### src/rtl/mem_port_arbiter.sv
// Round-robin arbiter sharing one synchronous-read 64-bit memory port between
// four requesters, with locked bursts capped at MAX_LOCK beats.
module mem_port_arbiter #(
  parameter int ADDR_WIDTH = 12,
  parameter int MAX_LOCK   = 16
) (
  input  logic                    clk,
  input  logic                    rstn,
  input  logic [3:0]              req,
  input  logic [3:0]              we,
  input  logic [3:0]              lock,
  input  logic [4*ADDR_WIDTH-1:0] addr,
  input  logic [255:0]            wdata,
  output logic [3:0]              gnt,
  output logic [3:0]              rd_valid,
  output logic [63:0]             rd_data,
  output logic [ADDR_WIDTH-1:0]   mem_addr,
  output logic                    mem_wr_en,
  output logic [63:0]             mem_wr_data,
  input  logic [63:0]             mem_rd_data
);

  localparam logic [0:0] ST_FREE   = 1'b0;
  localparam logic [0:0] ST_LOCKED = 1'b1;
  localparam int         CW        = $clog2(MAX_LOCK + 1);

  logic [0:0]    state;
  logic [1:0]    ptr;
  logic [1:0]    owner;
  logic [CW-1:0] beat_cnt;
  logic          no_relock;

  logic       gnt_any;
  logic [1:0] gnt_idx;
  logic [1:0] cand;
  logic       eff_lock;

  // NOTE: every signal written here gets a default first so no latch is inferred.
  always_comb begin
    gnt_any = 1'b0;
    gnt_idx = 2'd0;
    cand    = 2'd0;
    if (state == ST_FREE) begin
      for (int k = 0; k < 4; k++) begin
        cand = ptr + 2'(k);
        if (!gnt_any && req[cand]) begin
          gnt_any = 1'b1;
          gnt_idx = cand;
        end
      end
    end else if (req[owner]) begin
      gnt_any = 1'b1;
      gnt_idx = owner;
    end
  end

  // After a capped burst the former owner's lock is ignored once it wins again.
  assign eff_lock = lock[gnt_idx] && !(no_relock && gnt_idx == owner);

  assign gnt         = gnt_any ? (4'b0001 << gnt_idx) : 4'b0000;
  assign mem_addr    = gnt_any ? addr[gnt_idx*ADDR_WIDTH +: ADDR_WIDTH] : '0;
  assign mem_wr_en   = gnt_any && we[gnt_idx];
  assign mem_wr_data = gnt_any ? wdata[gnt_idx*64 +: 64] : 64'd0;
  assign rd_data     = mem_rd_data;

  // NOTE: sequential state uses non-blocking assignments so all flops update together.
  always_ff @(posedge clk or negedge rstn) begin
    if (!rstn) begin
      state     <= ST_FREE;
      ptr       <= 2'd0;
      owner     <= 2'd0;
      beat_cnt  <= '0;
      no_relock <= 1'b0;
      rd_valid  <= 4'b0000;
    end else begin
      rd_valid <= (gnt_any && !we[gnt_idx]) ? gnt : 4'b0000;
      if (state == ST_FREE) begin
        if (gnt_any) begin
          no_relock <= 1'b0;
          if (eff_lock) begin
            state    <= ST_LOCKED;
            owner    <= gnt_idx;
            beat_cnt <= CW'(1);
          end else begin
            ptr <= gnt_idx + 2'd1;
          end
        end
      end else begin
        if (!req[owner] || !lock[owner]) begin
          // Owner dropped its request or issued its final beat.
          state    <= ST_FREE;
          ptr      <= owner + 2'd1;
          beat_cnt <= '0;
        end else if (beat_cnt == CW'(MAX_LOCK - 1)) begin
          state     <= ST_FREE;
          ptr       <= owner + 2'd1;
          beat_cnt  <= '0;
          no_relock <= 1'b1;
        end else begin
          beat_cnt <= beat_cnt + CW'(1);
        end
      end
    end
  end

endmodule

### config.mk
export PLATFORM = sky130hd
export DESIGN_NAME = mem_port_arbiter
export DESIGN_NICKNAME = d
export VERILOG_FILES = /design/src/rtl/mem_port_arbiter.sv
export SDC_FILE = /design/constraint.sdc
export NUM_CORES = 1
export LEC_CHECK = 0
export BUFFER_PORTS_ARGS = -buffer_cell sky130_fd_sc_hd__buf_2
export CORE_AREA = 3 3 207 209
export CTS_CLUSTER_DIAMETER = 120
export DETAILED_ROUTE_END_ITERATION = 7
export DIE_AREA = 0 0 210 212
export SLEW_MARGIN = 20
export SYNTH_ARGS = -nofsm -noshare
export SYNTH_HDL_FRONTEND = slang
export SYNTH_SLANG_ARGS = --single-unit
### constraint.sdc
create_clock -name clk -period 2.2 [get_ports clk]
set_input_delay 0.33 -clock clk [delete_from_list [all_inputs] [get_ports clk]]
set_output_delay 0.33 -clock clk [all_outputs]
set_load 0.05 [all_outputs]
# Word-level counts from Yosys, hierarchy flattened
# Index checks and enable logic that the tools add are counted.
# totals
mem_bits_ro,0
n_memories,0
output_inout_bits,149
mem_bits_rw,0
in_bits,382
reg_bits,15
latchBits,0
# classes
n_mul,1
div_mod_pow,0
eq_ne,6
n_lt_le_gt_ge,6
n_reduce_logical,21
shift,3
bitwise,1
n_mux,54
add_sub_neg,6
# ops
op,n
$shiftx A256 B9 Y64,1
$mux W64,1
$shiftx A48 B7 Y12,1
$mux W1,26
$mux W5,5
$mux W2,11
$lt A2 B3 Y1 const B,6
$bmux W1 S2,8
$mux W12,1
$reduce_and A3 Y1,3
$mux W4,2
$logic_and A1 B1 Y1,7
$logic_not A1 Y1,7
$add A2 B1 Y2 const B,3
$add A5 B1 Y5 const B,1
$eq A5 B4 Y1 const B,1
$add A2 B2 Y2 const B,2
$mul A2 B2 Y4 const B,1
$ne A2 B2 Y1 const B,2
$reduce_bool A2 Y1,2
$shl A1 B2 Y4 const A,1
$ne A3 B1 Y1 const B,1
$eq A2 B2 Y1,1
$ne A2 B1 Y1 const B,1
other kinds (3),3

# Longest topological paths before layout
# depth
word_depth,23
ltp_mapped,9
mapped_depth_nobuf,7

# Worst setup path before layout
# No wires, ideal clock.
# synth_path
path_type,register to output
from,register ptr[1]
to,output port mem_wr_data[56]
path_stages_with_launch,9
path_buffers,3
t_required_ns,1.870
slack_ns,-1.214
t_arrival_ns,3.084
cell_sequence,dfrtp_1 nand2b_1 a311o_1 o31a_4 buf_4 buf_4 buf_2 mux2i_1 a211oi_1
# synth_via
elab_chain_len,18
# synth_lines
item,line_no,rtl
from (decl),28,logic [1:0] ptr;
from (signal assigned),85,ptr <= gnt_idx + 2'd1;
from (signal assigned),92,ptr <= owner + 2'd1;
from (signal assigned),96,ptr <= owner + 2'd1;
$bmux W1 S2,46,if (!gnt_any && req[cand]) begin
$mux W1 (implied by the code),46,
$mux W1,46,
$mux W1,43,if (state == ST_FREE) begin
$logic_not A1 Y1,46,
$logic_and A1 B1 Y1,46,
$mux W1,46,
$mux W1,43,
[2 not listed],n/a,
$mux W1,46,
$mux W1,43,
$logic_not A1 Y1,46,
$logic_and A1 B1 Y1,46,
$mux W2,46,
$mux W2,43,
$shiftx A256 B9 Y64,63,assign mem_wr_data = gnt_any ? wdata[gnt_idx*64 +: 64] : 64'd0;
$mux W64 *,63,
to (decl),19,"output logic [63:0] mem_wr_data,"
# Mark *: on every way between the ends. The rest lies on a longest branch, timed or not. The select of a mux whose other input is x is not followed.

# Worst setup path in the final report
# layout_path
from,register ptr[1]
to,output port mem_wr_data[7]
# The elaborated chain is that of the path after synthesis.

==> impl_metrics.tcl <==
set metrics [dict create \
    outcome "finished, violations left" \
    violations "negative hold slack, negative setup slack" \
    rsz0062_at_grt "yes" \
    cts.sinks 15 \
    synth.ff_latch_count 15 \
    place_hpwl_um 19370 \
    power_density_mw_per_mm2 2089 \
    vdd_drop_max_v 0.001239 \
    worstPathArrival_ns 2.53 \
    nets 1325 \
    synth_area_leaders "a211oi_1, mux2i_1, buf_4" \
    tightest_slew_ns 0.5262 \
    post-route-period-util_pct 130.2 \
    fmax_mhz 349.1 \
    drv_slew 0 \
    syn_to_final_growth_pct 139.0 \
    grtUsageTotal_pct 9.892 \
    htreeDepth 1 \
    maxSlewHeadroom_pct 63.91 \
    layout_min_cycle_time_ns 2.865 \
    row_count 74 \
    grt_overflow 0 \
    pre_cts_ws_ns -0.5905 \
    layout-drive-gt1-share_pct 85.65 \
    finalPower_uw 21160 \
    fin_ws_ns -0.6645 \
    path_buf_inv 3 \
    path_delay_family "compound AO/OA/AOI/OAI gates" \
    synth_enable_flop_cells 0 \
    final_util_pct 24.70 \
    wl_um 24580 \
    hold_path_class "in2async" \
    initial_core_util_pct 10.33 \
    vias 5875 \
    die_w_um 210 \
    antenna_found_initial 0 \
    post_drt_wl_per_cell_um 16.68 \
    grt_max_degree 26 \
    die_area_mm2 0.04452 \
    synth_top_flop_cell "dfrtp_1" \
    route.detailed.drc 0 \
    yosysTopAreaCellShare_pct 27.45 \
    yosysSeqAreaShare_pct 8.855 \
    cts_buffers 3 \
    final_antenna_net_count 0 \
    synth.distinct_cells 49 \
    holdWs_ns -0.006528 \
    worst_skew_pair.late_latency_ns 0.24 \
    hold_buffers 0 \
    antennaDiodeCount 0 \
    worstPathMaxFanout 15 \
    cts_tree "done" \
    cp.required_ns 1.87 \
    crit_type "reg2out" \
    synth_common_cells "a211oi_1, nor2b_1, mux2i_1, buf_4, clkbuf_1" \
    crit_chain "nand2b_4 > a311o_1 > o31a_4 > buf_12 > buf_6 > nor2b_4 > a211oi_2 > a211oi_4 > buf_6" \
    grt_pass1_wl_um 35040 \
    power.leakage_uw 0.004338 \
    crit_path_end_kind "output pin" \
    synth_most_common_cell "a211oi_1" \
    clockBufferDepth 2 \
    synth.cell_area_mm2 0.004239 \
    max_cap_violations 0 \
    viasPerCell 3.988 \
    synthCells 531 \
    syn_avg_cell_area_um2 7.983 \
    drtIter0Drc 225 \
    first_global_vias 6328 \
    synthesis.nets 914 \
    core_mm2 0.04102 \
    setup_viol_count_final 92 \
    io_pins 531 \
    clk_pin_slew_ns 0.05 \
    die_h_um 212 \
    hold_viol 15 \
    crit_top_cell "buf_6" \
    yosysWarnings 0 \
    critPathSlowestCell "dfrtp_2" \
    root_buffer "clkbuf_16" \
    fin_skew_ns 0.003662 \
    port-buffer-count 402 \
    drt_first_pass_iters 4 \
    slowest_delay_ns 0.44 \
    start_kind "flop" \
    yosysTopAreaCell "a211oi_1" \
    routabilityCongestion 0.8681 \
    synthArstFlopShare_pct 100.0 \
]
## what timing repair did
item / in CTS / in global routing
setup buffers: 7 / 12
endpoints found under the setup margin: 92 / 91
resized for setup: 320 / 81
endpoints found under the hold margin: 0 / 0
pin swaps: 8 / 19
gates cloned: 1 / 4
## per-layer routing
layer,wire length [um],up-vias,track usage (%)
met2,12920,277,17.63
met1,9505,2860,12.04
met3,1743,26,2.435
met4,410,0,2.325
met5,0,-,0
li1,-,2712,-
## sequential cells by signal (all words and copies together), names as in the netlist
signal	flops
beat_cnt	5
rd_valid	4
owner	2
ptr	2
no_relock	1
state	1
## cell type report
class | instances | area [um2]
clock buffers | 3 | 75.07
flip-flops and latches | 15 | 376.6
inverters | 9 | 33.78
clock inverters | 1 | 5.005
fillers | 4326 | 30890
multi-input cells | 388 | 4933
repair buffers | 525 | 4041
well taps | 532 | 665.6
## where the power goes
group | internal [uW] | total, uW | switching, uW
registers | 371 | 438 | 66.8
logic | 8720 | 20400 | 11700
clock network | 243 | 355 | 112
total | 9330 | 21200 | 11800
## layout by cell type (no fill, tap or decap), types with 2 or more instances in the layout
cell type / instances
a221oi_4: 2
buf_16: 3
nor2_4: 3
dfrtp_1: 14
nor3_1: 3
mux2i_1: 58
nor2_1: 7
xnor2_1: 2
inv_1: 9
a21oi_1: 3
mux2i_2: 20
mux2_2: 2
nand2_4: 2
a211oi_4: 79
o32ai_2: 4
buf_12: 30
clkbuf_16: 7
nor2b_2: 48
o21ai_0: 3
nor2b_4: 25
nand2_2: 2
nor2b_1: 7
buf_8: 4
a211oi_2: 74
nand2b_1: 3
o31a_4: 2
buf_2: 321
nand3_1: 4
buf_4: 65
xor2_1: 2
buf_6: 98
mux4_2: 2
nand2_1: 2
a211oi_1: 2
## worst reg2reg max path, delay by kind of cell (launching register included)
| family | cells | cell delay [ns] |
|---|---|---|
| flip-flops | 1 | 0.44 |
| multiplexers | 2 | 0.47 |
| AO/OA/AOI/OAI | 3 | 0.92 |
| buffers and inverters | 4 | 0.61 |
| AND/OR/NAND/NOR | 2 | 0.20 |
## stage by stage
stage	setup TNS, ns	hold slack [ns]	cell area, um2	std cells
finish	-51.84	-0.006528	10130	1473
global route	-58.74	0.01514	10130	1473
CTS	-49.53	0.002430	9612	1460
detailed placement	-44.11	0.2612	8300	1448
global placement	-39.89	0.2589	8300	1448
floorplan	-31.95	0.03441	5385	531
## cell families (layout without fill, tap and decap cells)
| group | after synthesis | in the layout | synth area share (%) |
|---|---|---|---|
| fa+ha+maj | 1 | 1 | 0.2951 |
| simple gates | 113 | 113 | 16.09 |
| flops | 15 | 15 | 8.855 |
| compound gates | 186 | 186 | 35.09 |
| mux | 84 | 84 | 20.60 |
| xor+xnor | 4 | 4 | 0.8266 |
| buf+inv | 128 | 538 | 18.24 |
## final timing paths
check / endpoint / slack (ns) / cells after the start / startpoint
setup reg to reg: owner[1] / -0.56 / 11 / ptr[1]
hold / removal: beat_cnt[0] / -0.007 / 1 / rstn
max in group asynchronous: ptr[1] / 1.92 / 1 / rstn
min in group clk: rd_valid[3] / 0.26 / 2 / we[3]
setup / recovery: mem_wr_data[7] / -0.66 / 9 / ptr[1]
hold reg to reg: no_relock / 0.52 / 1 / beat_cnt[4]
No activity file was read; power rests on OpenSTA's default activity.
